<file path="src/rtl/seg7_pkg.sv">
// Shared types, glyph table and load-value clamp for the 7-segment counter array.
package seg7_pkg;

  typedef logic [7:0] seg7_t;   // {dp,g,f,e,d,c,b,a}
  typedef logic [3:0] digit_t;

  // Active-high glyphs 0-9 then A,b,C,d,E,F; dp (bit 7) always off.
  localparam seg7_t SEG7_GLYPH [16] = '{
    8'h3F, 8'h06, 8'h5B, 8'h4F, 8'h66, 8'h6D, 8'h7D, 8'h07,
    8'h7F, 8'h6F, 8'h77, 8'h7C, 8'h39, 8'h5E, 8'h79, 8'h71
  };

  // Preset digits outside the radix are pinned to the largest legal digit.
  function automatic digit_t clamp_digit(input digit_t d, input int base);
    int dv;
    dv = int'(d);
    return (dv >= base) ? digit_t'(base - 1) : d;
  endfunction

endpackage

</file>
<file path="src/rtl/seg7_glyph_dec.sv">
// Combinational digit-to-segment decoder with selectable output polarity.
module seg7_glyph_dec
  import seg7_pkg::*;
#(
  parameter bit ACTIVE_LOW = 1'b1
) (
  input  digit_t i_digit,
  output seg7_t  o_seg
);

  assign o_seg = ACTIVE_LOW ? ~SEG7_GLYPH[i_digit] : SEG7_GLYPH[i_digit];

endmodule

</file>
<file path="src/rtl/seg7_counter_array.sv">
// N-digit base-10/16 counter with tick prescaler, single-cycle carry chain,
// up/down, clear, preset load, wrap pulse and registered 7-segment outputs.
module seg7_counter_array
  import seg7_pkg::*;
#(
  parameter int FREQUENCY      = 50 * 10**6,
  parameter int TICK_HZ        = 1,
  parameter int NUM_DIGITS     = 2,
  parameter int BASE           = 10,
  parameter int SEG_ACTIVE_LOW = 1
) (
  input  logic                    clk,
  input  logic                    rst,
  input  logic                    en,
  input  logic                    dir,
  input  logic                    clr,
  input  logic                    load,
  input  logic [4*NUM_DIGITS-1:0] load_val,
  output logic [4*NUM_DIGITS-1:0] digit_val,
  output logic [8*NUM_DIGITS-1:0] seg7led,
  output logic                    tick,
  output logic                    wrap
);

  localparam int     DIV       = FREQUENCY / TICK_HZ;
  localparam int     PW        = (DIV > 1) ? $clog2(DIV) : 1;
  localparam logic [PW-1:0] PRESC_MAX = PW'(DIV - 1);
  localparam digit_t MAX_D     = digit_t'(BASE - 1);
  localparam seg7_t  ZERO_SEG  = (SEG_ACTIVE_LOW != 0) ? ~SEG7_GLYPH[0] : SEG7_GLYPH[0];

  if (DIV < 1) begin : g_bad_div
    $error("seg7_counter_array: FREQUENCY/TICK_HZ must be >= 1");
  end
  if (BASE != 10 && BASE != 16) begin : g_bad_base
    $error("seg7_counter_array: BASE must be 10 or 16");
  end
  if (NUM_DIGITS < 1 || NUM_DIGITS > 8) begin : g_bad_digits
    $error("seg7_counter_array: NUM_DIGITS must be 1..8");
  end

  logic [PW-1:0]           r_presc;
  logic [4*NUM_DIGITS-1:0] r_digits;
  logic [8*NUM_DIGITS-1:0] r_seg;
  logic                    r_tick;
  logic                    r_wrap;

  logic                    w_step;
  logic [4*NUM_DIGITS-1:0] w_next_val;
  logic [8*NUM_DIGITS-1:0] w_seg_all;
  logic                    w_next_tick;
  logic                    w_next_wrap;
  logic                    w_carry;

  assign w_step = en && (r_presc == PRESC_MAX);

  // Prescaler: free-runs while enabled, restarts on reset, clear or load.
  always_ff @(posedge clk) begin
    if (rst || clr || load) begin
      r_presc <= '0;
    end else if (en) begin
      r_presc <= (r_presc == PRESC_MAX) ? '0 : r_presc + 1'b1;
    end
  end

  // Next digit state: clear > load > step, carry/borrow resolved across all digits at once.
  always_comb begin
    w_next_val  = r_digits;
    w_next_tick = 1'b0;
    w_next_wrap = 1'b0;
    w_carry     = 1'b1;
    if (clr) begin
      w_next_val = '0;
    end else if (load) begin
      for (int i = 0; i < NUM_DIGITS; i++) begin
        w_next_val[4*i +: 4] = clamp_digit(load_val[4*i +: 4], BASE);
      end
    end else if (w_step) begin
      w_next_tick = 1'b1;
      for (int i = 0; i < NUM_DIGITS; i++) begin
        if (w_carry) begin
          if (!dir) begin
            if (r_digits[4*i +: 4] == MAX_D) begin
              w_next_val[4*i +: 4] = '0;
            end else begin
              w_next_val[4*i +: 4] = r_digits[4*i +: 4] + 4'd1;
              w_carry              = 1'b0;
            end
          end else begin
            if (r_digits[4*i +: 4] == '0) begin
              w_next_val[4*i +: 4] = MAX_D;
            end else begin
              w_next_val[4*i +: 4] = r_digits[4*i +: 4] - 4'd1;
              w_carry              = 1'b0;
            end
          end
        end
      end
      // Carry out of the top digit means every digit rolled over.
      w_next_wrap = w_carry;
    end
  end

  // Decode the next digit values so segments land on the same edge as digit_val.
  for (genvar gi = 0; gi < NUM_DIGITS; gi++) begin : g_dec
    seg7_glyph_dec #(
      .ACTIVE_LOW(SEG_ACTIVE_LOW != 0)
    ) u_dec (
      .i_digit(w_next_val[4*gi +: 4]),
      .o_seg  (w_seg_all[8*gi +: 8])
    );
  end

  // Output registers: digits, segments and the tick/wrap pulses.
  always_ff @(posedge clk) begin
    if (rst) begin
      r_digits <= '0;
      r_seg    <= {NUM_DIGITS{ZERO_SEG}};
      r_tick   <= 1'b0;
      r_wrap   <= 1'b0;
    end else begin
      r_digits <= w_next_val;
      r_seg    <= w_seg_all;
      r_tick   <= w_next_tick;
      r_wrap   <= w_next_wrap;
    end
  end

  assign digit_val = r_digits;
  assign seg7led   = r_seg;
  assign tick      = r_tick;
  assign wrap      = r_wrap;

endmodule

</file>
<file path="config.mk">
export PLATFORM = sky130hd
export DESIGN_NAME = seg7_counter_array
export DESIGN_NICKNAME = d
export VERILOG_FILES = /design/src/rtl/seg7_pkg.sv /design/src/rtl/seg7_glyph_dec.sv /design/src/rtl/seg7_counter_array.sv
export SDC_FILE = /design/constraint.sdc
export NUM_CORES = 1
export LEC_CHECK = 0
export CAP_MARGIN = 20
export CORE_ASPECT_RATIO = 2
export CORE_MARGIN = 3
export CORE_UTILIZATION = 25
export CTS_BUF_LIST = sky130_fd_sc_hd__clkbuf_4 sky130_fd_sc_hd__clkbuf_8
export CTS_CLUSTER_DIAMETER = 60
export DETAILED_ROUTE_END_ITERATION = 10
export GPL_TIMING_DRIVEN = 0
export PLACE_DENSITY = 0.49
export SLEW_MARGIN = 25
export SYNTH_ARGS = -nofsm -noshare
export SYNTH_HDL_FRONTEND = slang
export SYNTH_SLANG_ARGS = --single-unit
export TNS_END_PERCENT = 10
</file>
<file path="constraint.sdc">
create_clock -name clk -period 7.1 [get_ports clk]
set_input_delay 0.71 -clock clk [delete_from_list [all_inputs] [get_ports clk]]
set_output_delay 0.71 -clock clk [all_outputs]
set_load 0.02 [all_outputs]
</file>
Yosys cells after proc, flatten, opt, wreduce, memory -nomap -nowiden. Memory sizes are Yosys's and may differ from the RTL's. Index checks and enable logic that the tools add are counted.

Register bits: 52. Bits in read-only memories: 256. Bits of input ports: 14. Output and inout port bits: 26. Logic and storage cells: 59. Memories: 2.

Add/sub/neg operators: 5. Order comparisons: 4. Equality and inequality tests: 3. Mux-type cells: 27. Bitwise operators: 6. Reduce and logical (&&, ||, !) cells: 7.

Memories: (no name shown) (words 16, bits a word 8, rd ports 1, clocked after Yosys merged registers in 0, wr ports 0, RTL line seg7_glyph_dec.sv:11) `assign o_seg = ACTIVE_LOW ? ~SEG7_GLYPH[i_digit] : SEG7_GLYPH[i_digit];`; (no name shown) (words 16, bits a word 8, rd ports 1, clocked after Yosys merged registers in 0, wr ports 0, RTL line seg7_glyph_dec.sv:11).

Operators by type and width (count): $mux W8 (7); $mux W4 (9); $add A26 B1 Y26 const B (1); $eq A26 B26 Y1 const B (1); $mux W26 (1); $not A8 Y8 (2); $ge A5 B5 Y1 const B (2); $mux W1 (10); $not A4 Y5 (2); $add A4 B1 Y4 const B (2); $eq A4 B4 Y1 const B (2); $ge A4 B4 Y1 const B (2); $logic_not A4 Y1 (2); $sub A4 B1 Y4 const B (2); $reduce_or A5 Y1 (1); $reduce_or A3 Y1 (1); $logic_or A1 B1 Y1 (2); $not A1 Y1 (2); $logic_and A1 B1 Y1 (1).

Logic depth before layout (Yosys ltp). Gate-level depths: netlist of the first run.

Depth after elaboration: 15. Mapped depth: 13. Mapped depth without buffers: 12.

By module. From an unflattened synthesis of the first run, not the netlist that was laid out.

Cell total of the unflattened synthesis: 364. Area, all modules: 3173.0 µm².

Modules (own cells, without submodules): seg7_counter_array (times used 1, cells an instance 298, area each 2645.0 µm², sequential area each 1041.0 µm²); seg7_glyph_dec (times used 2, cells an instance 33, area each 264.0 µm², sequential area each 0.0 µm²).

Least setup slack after synthesis of the first run. Ideal clock, no wire load.

Path kind: input to register. From: input port en. To: register r_seg[3] (netlist: seg7led[3]). Setup time: 91 ps. Arrival: 2544 ps. Required time: 7009 ps. Path slack: 4465 ps. Stages on the path: 9. Buffers on the path: 2. Path through: and3_2 -> and4_1 -> buf_4 -> nand2_4 -> a2111o_1 -> buf_6 -> ha_1 -> or3_1 -> a311oi_1.

Longest elaborated chain between the ends: 9.

RTL lines: start, declared (RTL line seg7_counter_array.sv:14) `input logic en,`; $logic_and A1 B1 Y1 (RTL line seg7_counter_array.sv:54) `assign w_step = en && (r_presc == PRESC_MAX);`; $mux W8 (RTL line seg7_counter_array.sv:77) `end else if (w_step) begin`; $mux W8 (RTL line seg7_counter_array.sv:73) `end else if (load) begin`; $mux W8 (RTL line seg7_counter_array.sv:71) `if (clr) begin`; $not A4 Y5; $mem_v2 Z16 W8; $mux W8 (not written as such) (2 in series) (RTL line seg7_glyph_dec.sv:11); $not A8 Y8 (RTL line seg7_glyph_dec.sv:11); end signal, assigned (RTL line seg7_counter_array.sv:117) `r_seg <= {NUM_DIGITS{ZERO_SEG}};`; end signal, assigned (RTL line seg7_counter_array.sv:122) `r_seg <= w_seg_all;`; end, declared (RTL line seg7_counter_array.sv:43) `logic [8*NUM_DIGITS-1:0] r_seg;`.

No other way between the ends. The select of a mux whose other input is x is not followed. A chain may end at the register's enable or synchronous reset.

Worst setup path in the final report of the first run.
From: input port en. To: register r_seg[11] (netlist: seg7led[11]).

The elaborated chain is that of the path after synthesis.

==> summary.md, run 1 <==
| Metric | Value |
|---|---|
| Status | completed |
| Levels on crit path | 8 |
| Layout cells sized above 1 | 0.09832 |
| CP endpoint | seg7led[11] |
| Ant diodes | 0 |
| CP max-delay cell | clkdlybuf4s50_1 |
| DRC Markers | 0 |
| Fin. Hold Viols | 0 |
| Global-route wire length before repair | 14.04 mm |
| Postcts setup bufs | 0 |
| Vias after detailed routing | 2846 |
| I/O pins | 40 |
| FFs w/ async S/R, synth | 0 |
| Largest net degree at the start of global routing | 15 |
| Fin nets | 445 |
| CP delay by family, top | simple AND/OR/NAND/NOR gates |
| Worst R2R Start | digit_val[5] |
| Placed cells | 557 |
| Synth-to-layout area growth | 21.25% |
| Max Freq | 291.9 MHz |
| WS Path Type | primary input to register |
| Storage cell area | 1001 um2 |
| R2R cell count | 11 |
| Worst hold stages | 2 |
| Setup-failing EPs final | 0 |
| Critical path arrival | 3.62 ns |
| Most frequent cells in the layout | nor2_1 (54), dfxtp_1 (50), clkdlybuf4s50_1 (36) |
| Fin cells | 564 |
| Gpl congestion | 0.8122 |
| Critical path data required time | 7.30 ns |
| XOR/XNOR share of the synthesized area | 0.06479 |
| Lkg Pwr | 1.326 nW |
| CTS tree | done |
| Clock buffer depth | 2 |
| Htree depth | 2 |
| Commonest non-fill, non-tap cell in the layout | nor2_1 |
| Fill cells | 1301 |
| Setup TNS | 0 ns |
| Antenna violations before repair | 0 |
| Post-synthesis cell area | 3109 um2 |
| CTS Sinks | 50 |
| Max Slew Vio Count | 0 |
| Largest family of logic cells by synthesized area | simple AND/OR/NAND/NOR gates |
| Row count | 57 |
| Main flop type after synthesis | dfxtp_1 |
| TritonCTS buffer count | 5 |
| Fin crit share | 0.4825 |
| Crit-path cells | clkdlybuf4s50_1, and3_2, nand4_1, nor3_1, mux2_2, a211oi_4, mux2i_1, a221oi_1 |
| Initial core utilization | 0.2564 |
| Worst hold path class | register to register |
| Area occupied by multi-input gates | 1913 um2 |
| Library cells used by synthesis | 66 |
| Max_cap viols | 0 |
| CP Capture Type | register |
| Flops & latches, synth | 50 |
| WL/cell | 15.28 um |
| Synth Area in Compound Gates | 0.1936 |
| Hold_buf cts | 0 |
| Final ANT Viol Nets | 0 |
| Peak supply drop | 0.06338 mV |
| Placed wire-length estimate after detailed placement | 6.811 mm |
| Synth Area in Simple Gates | 0.2785 |
| Relative slew margins | 0.5683 |
| Post-CTS sizing | 0 |
| Worst r2r dst | seg7led[11] |
| Post-synth EDFFs | 0 |
| Slew @ Worst Pin | 0.6452 ns |
| Root Buffer | clkbuf_8 |
| Synth warnings | 0 |
| Post-synthesis mux area share | 0.01972 |
| Pwr dens | 157.6 nW/um2 |
| Mean post-synth cell area | 8.336 um2 |
| GRT Total Usage | 0.1268 |
| Final WL | 8.620 mm |
| Flop-to-flop setup slack | 4.02 ns |
| Die area | 13890 um2 |
| Port Buffers | 36 |
| Worst setup SP type | primary input |
| Fin crit period | 3.425 ns |
| Chip height | 163.7 um |
| Post-Synth Adder-Cell Area | 0.05634 |
| Skew final | 0.006575 ns |
| Crit path from | en |
| Grt ovf | 0 |
| DR iter-0 viols | 156 |
| Buf/Inv on CP | 1 |
| DRT Pass-1 Iters | 4 |
| CP Max Fanout | 7 |
| Cells after Synth | 373 |
| Via density | 5.046 |
| Unrepaired setup endpoints after global routing | no |
| Clock-pin transition on the worst setup and hold timing paths | 0.09 ns |
| Core area | 12120 um2 |
| Max stage delay on crit path | 0.59 ns |
| Vias in the first global route | 2835 |
| Clk Latency, worst-skew pair | 0.31 ns |
| Die X | 84.86 um |
| Share of the yosys chip area belonging to registers | 0.3219 |
[cell families after synthesis]
group                    count (synthesis)
AO/OA/AOI/OAI                           80
other                                    1
buffers and inverters                   41
flip-flops                              50
adder cells (fa/ha/maj)                 14
XOR/XNOR                                23
AND/OR/NAND/NOR                        158
multiplexers                             6
[power breakdown]
part	switching, mW	leakage, nW	internal, mW
Clock	0.0964	0.0573	0.113
Sequential	0.00410	0.405	0.286
Combinational	0.0535	0.864	0.0410
[worst min-delay path by stage]
stage	start	end	slack, ns
CTS	r_presc[20]	r_presc[20]	0.51
global route	r_presc[24]	r_presc[24]	0.54
global placement	r_presc[14]	r_presc[14]	0.48
detailed placement	r_presc[20]	r_presc[20]	0.50
finish	r_presc[14]	r_presc[14]	0.51
floorplan	r_presc[20]	r_presc[20]	0.47
[worst register-to-register path, cell delays in order, from the launching register on]
cell and delay [ns]:
dfxtp_1 0.41, inv_1 0.18, ha_1 0.22, nor4bb_1 0.48, o21bai_1 0.21, a211oi_1 0.08
a31oi_1 0.32, nand2_1 0.21, ha_1 0.28, a21oi_1 0.13, mux2i_1 0.08, a221oi_1 0.38
[cell usage after synthesis, types with 4 or more instances]
cell type	n	area share
nor2_1	54	0.065
dfxtp_1	50	0.32
nand2_1	22	0.027
a21oi_1	19	0.031
inv_1	19	0.023
ha_1	14	0.056
o21ai_0	14	0.023
nand3_1	12	0.019
xnor2_1	12	0.034
clkbuf_1	11	0.013
xor2_1	11	0.031
nand4_1	9	0.018
nor3_1	8	0.013
or3_1	7	0.014
a31oi_1	6	0.012
a211oi_1	5	0.012
and3_1	5	0.010
buf_4	5	0.012
mux2i_1	5	0.016
a211o_1	4	0.011
nand3b_1	4	0.0097
nor2b_1	4	0.0080
[layer usage]
| layer | up-vias | share of wire | track usage |
|---|---|---|---|
| met5 | - | 0 | 0 |
| met4 | 0 | 0.035 | 0.06268 |
| met3 | 21 | 0.033 | 0.01807 |
| met2 | 71 | 0.59 | 0.2523 |
| met1 | 1338 | 0.34 | 0.1229 |
| li1 | 1416 | - | - |
[sequential cells by signal, summed over array words and instances, names as in the netlist]
name       count
r_presc       26
tick           1
seg7led       14
wrap           1
digit_val      8
[metrics by stage]
stage | cell area, um2 | hold slack [ns] | setup slack [ns] | util | power (mW)
floorplan | 3113 | 0.4667 | 4.465 | - | 0.3550
global placement | 3657 | 0.4799 | 3.337 | 0.3017 | 0.3906
detailed placement | 3657 | 0.4953 | 3.356 | 0.3017 | 0.3916
CTS | 3770 | 0.5105 | 3.673 | 0.3109 | 0.6032
global route | 3770 | 0.5446 | 3.464 | 0.3109 | 0.6205
finish | 3770 | 0.5135 | 3.675 | 0.3109 | 0.5940
[layout make-up]
class                      instances  area share
buffer                            22     0.03385
multi-input combinational        283      0.5075
sequential                        50      0.2655
timing repair buffer              36     0.09559
inverter                          19     0.01892
tap                              147     0.04879
clock buffer                       6     0.02191
clock inverter                     1    0.007965
(Power assumes the default switching activity.)
==> run 2, diff against run 1 <==
PLACE_DENSITY = 0.51   (was 0.49)
clock period = 3.1 ns   (was 7.1 ns; I/O delays follow)
==> summary.md, run 2 (synthesis gave the netlist of run 1 again) <==
| Metric | Value |
|---|---|
| Critical path data required time | 3.33 ns (-3.97 ns) |
| Skew final | 0.01490 ns (+0.008322 ns) |
| Setup TNS | 0 ns (unchanged) |
| Setup-failing EPs final | 0 (unchanged) |
| Fin crit share | 0.9486 |
| Largest net degree at the start of global routing | 17 (+2) |
| Ant diodes | 0 (unchanged) |
| Largest register FFs | 26 (unchanged) |
| I/O pins | 40 (unchanged) |
| CP delay by family, top | simple AND/OR/NAND/NOR gates |
| Max stage delay on crit path | 0.46 ns (-0.13 ns) |
| WL/cell | 15.25 um (-0.23%) |
| Crit-path cells | inv_1, ha_1, or3b_2, a32oi_1, nor4_1, a211o_1, ha_1, or3_1, a311oi_1 |
| Placed cells | 557 (unchanged) |
| Antenna violations before repair | 0 (unchanged) |
| WS Path Type | register to register |
| CTS tree | done |
| Final core occ | 0.3147 (+0.003715) |
| Worst hold path class | register to register |
| Core area | 12120 um2 (unchanged) |
| Vias in the first global route | 2872 (+1.3%) |
| Slew @ Worst Pin | 0.5939 ns (-0.05128 ns) |
| Reg with most FFs | r_presc |
| DRC Markers | 0 (unchanged) |
| CTS Sinks | 50 (unchanged) |
| Root Buffer | clkbuf_8 |
| Grt ovf | 0 (unchanged) |
| Worst setup SP type | register |
| Fin. Hold Viols | 0 (unchanged) |
| Max_cap viols | 0 (unchanged) |
| Commonest non-fill, non-tap cell in the layout | nor2_1 |
| Global-route wire length before repair | 14.08 mm (+0.25%) |
| Pwr dens | 357.9 nW/um2 (+130%) |
| Clock-pin transition on the worst setup and hold timing paths | 0.10 ns (about the same) |
| CP dominant cell by count | ha_1 |
| Via density | 4.998 (-0.95%) |
| Peak supply drop | 0.1580 mV (+150%) |
| Initial core utilization | 0.2564 (unchanged) |
| Clock buffer depth | 2 (unchanged) |
| Placed wire-length estimate after detailed placement | 6.699 mm (-1.6%) |
| TritonCTS buffer count | 5 (unchanged) |
| Fill cells | 1298 (-0.23%) |
| Chip height | 163.7 um (unchanged) |
| Layout cells sized above 1 | 0.1172 (+0.01890) |
| Area occupied by multi-input gates | 1953 um2 (+2.1%) |
| DRT Pass-1 Iters | 4 (unchanged) |
| Max Slew Vio Count | 0 (unchanged) |
| Status | completed |
| Row count | 57 (unchanged) |
| Relative slew margins | 0.6026 (+0.03431) |
| Buf/Inv on CP | 1 (unchanged) |
| Htree depth | 2 (unchanged) |
| Vias after detailed routing | 2824 (-0.77%) |
| Clk Latency, worst-skew pair | 0.32 ns (about the same) |
| Critical path arrival | 3.17 ns (-0.45 ns) |
| Port Buffers | 36 (unchanged) |
| Final ANT Viol Nets | 0 (unchanged) |
| Fin nets | 445 (unchanged) |
| Gpl congestion | 0.8112 (-0.12%) |
| Storage cell area | 1003 um2 (+0.25%) |
| Lkg Pwr | 1.341 nW (+1.1%) |
| Final WL | 8.615 mm (about the same) |
| Fin crit period | 2.941 ns |
| Most frequent cells in the layout | nor2_1 (54), dfxtp_1 (48), clkdlybuf4s50_1 (36) |
| Fin cells | 565 (+0.18%) |
| Die area | 13890 um2 (unchanged) |
| DR iter-0 viols | 222 (+42%) |
| CP Max Fanout | 7 (unchanged) |
| Synth-to-layout area growth | 22.70% |
| Max Freq | 340.1 MHz |
| Die X | 84.86 um (unchanged) |
| CP max-delay cell | or3b_2 |
| GRT Total Usage | 0.1262 (-0.0006321) |
| CP Capture Type | register |
-- run 2: changes by cell type in the layout (fill, tap and decap cells not counted), sizes merged --
cell / before / now
clkinv: 0 / 1
clkbuf: 17 / 16
inv: 19 / 20
-- run 2: repair_timing --
action / 4_1_cts / 5_1_grt
resized for setup: 2 / 10
pin swaps: 0 / 2
hold buffers: 0 / 0
endpoints found under the setup margin: 1 / 5
buffers inserted: 0 / 0
-- run 2: per-stage QoR --
stage          power (mW)  hold slack (ns)  setup slack, ns  area, um2
6_report            1.365           0.5134           0.1595       3815
5_1_grt             1.429           0.5332        -0.001002       3815
4_1_cts             1.388           0.5050          0.05477       3777
3_5_place_dp       0.8960           0.4879          -0.2658       3657
3_3_place_gp       0.8938           0.4813          -0.2471       3657
2_1_floorplan      0.8131           0.3789           0.4741       3113
-- run 2: routing by layer --
layer | part of all wire | up-vias | wire length (um) | track usage
met1 | 0.36 | 1329 | 3067 | 0.1173
met5 | 0 | - | 0 | 0
met2 | 0.58 | 53 | 5018 | 0.2595
li1 | - | 1426 | - | -
met3 | 0.026 | 16 | 220 | 0.01104
met4 | 0.036 | 0 | 309 | 0.06700
-- run 2: layout make-up --
cell class / count / share of cell area
clock buffer: 5 / 0.01804
sequential: 50 / 0.2630
timing repair buffer: 36 / 0.09446
tap: 147 / 0.04821
buffer: 22 / 0.03411
multi-input combinational: 283 / 0.5120
inverter: 19 / 0.01869
clock inverter: 3 / 0.01148
-- run 2: path summary, 6_finish.rpt --
path / start / endpoint / slack, ns / cells after the start
max: digit_val[1] / seg7led[3] / 0.16 / 9
min reg2reg: r_presc[14] / r_presc[14] / 0.51 / 2
max reg2reg: digit_val[1] / seg7led[3] / 0.16 / 9
min: r_presc[14] / r_presc[14] / 0.51 / 2
-- run 2: where the power goes --
part | leakage, nW | internal, mW | switching, mW | total, mW
clock | 0.0585 | 0.242 | 0.237 | 0.479
combinational | 0.877 | 0.0959 | 0.125 | 0.221
sequential | 0.406 | 0.656 | 0.00931 | 0.665
-- run 2: worst min-delay path, stage by stage (launching register included) --
cell and delay, ns:
dfxtp_1 0.33, o21ai_0 0.07, a21oi_1 0.06
==> run 3, diff against run 2 <==
PLACE_DENSITY = 0.49   (was 0.51)
TNS_END_PERCENT = 1   (was 10)
clock period = 3.8 ns   (was 3.1 ns; I/O delays follow)
==> results of run 3 <==
The final DEF is identical to that of run 1. Status: completed.
Main changes from that run: setup slack after placement 3.356 ns -> 0.3857 ns; setup slack after layout 3.675 ns -> 0.7045 ns; register-to-register setup slack 4.02 ns -> 0.72 ns; total power 0.5940 mW -> 1.110 mW; worst IR drop on VDD 0.06338 mV -> 0.1184 mV
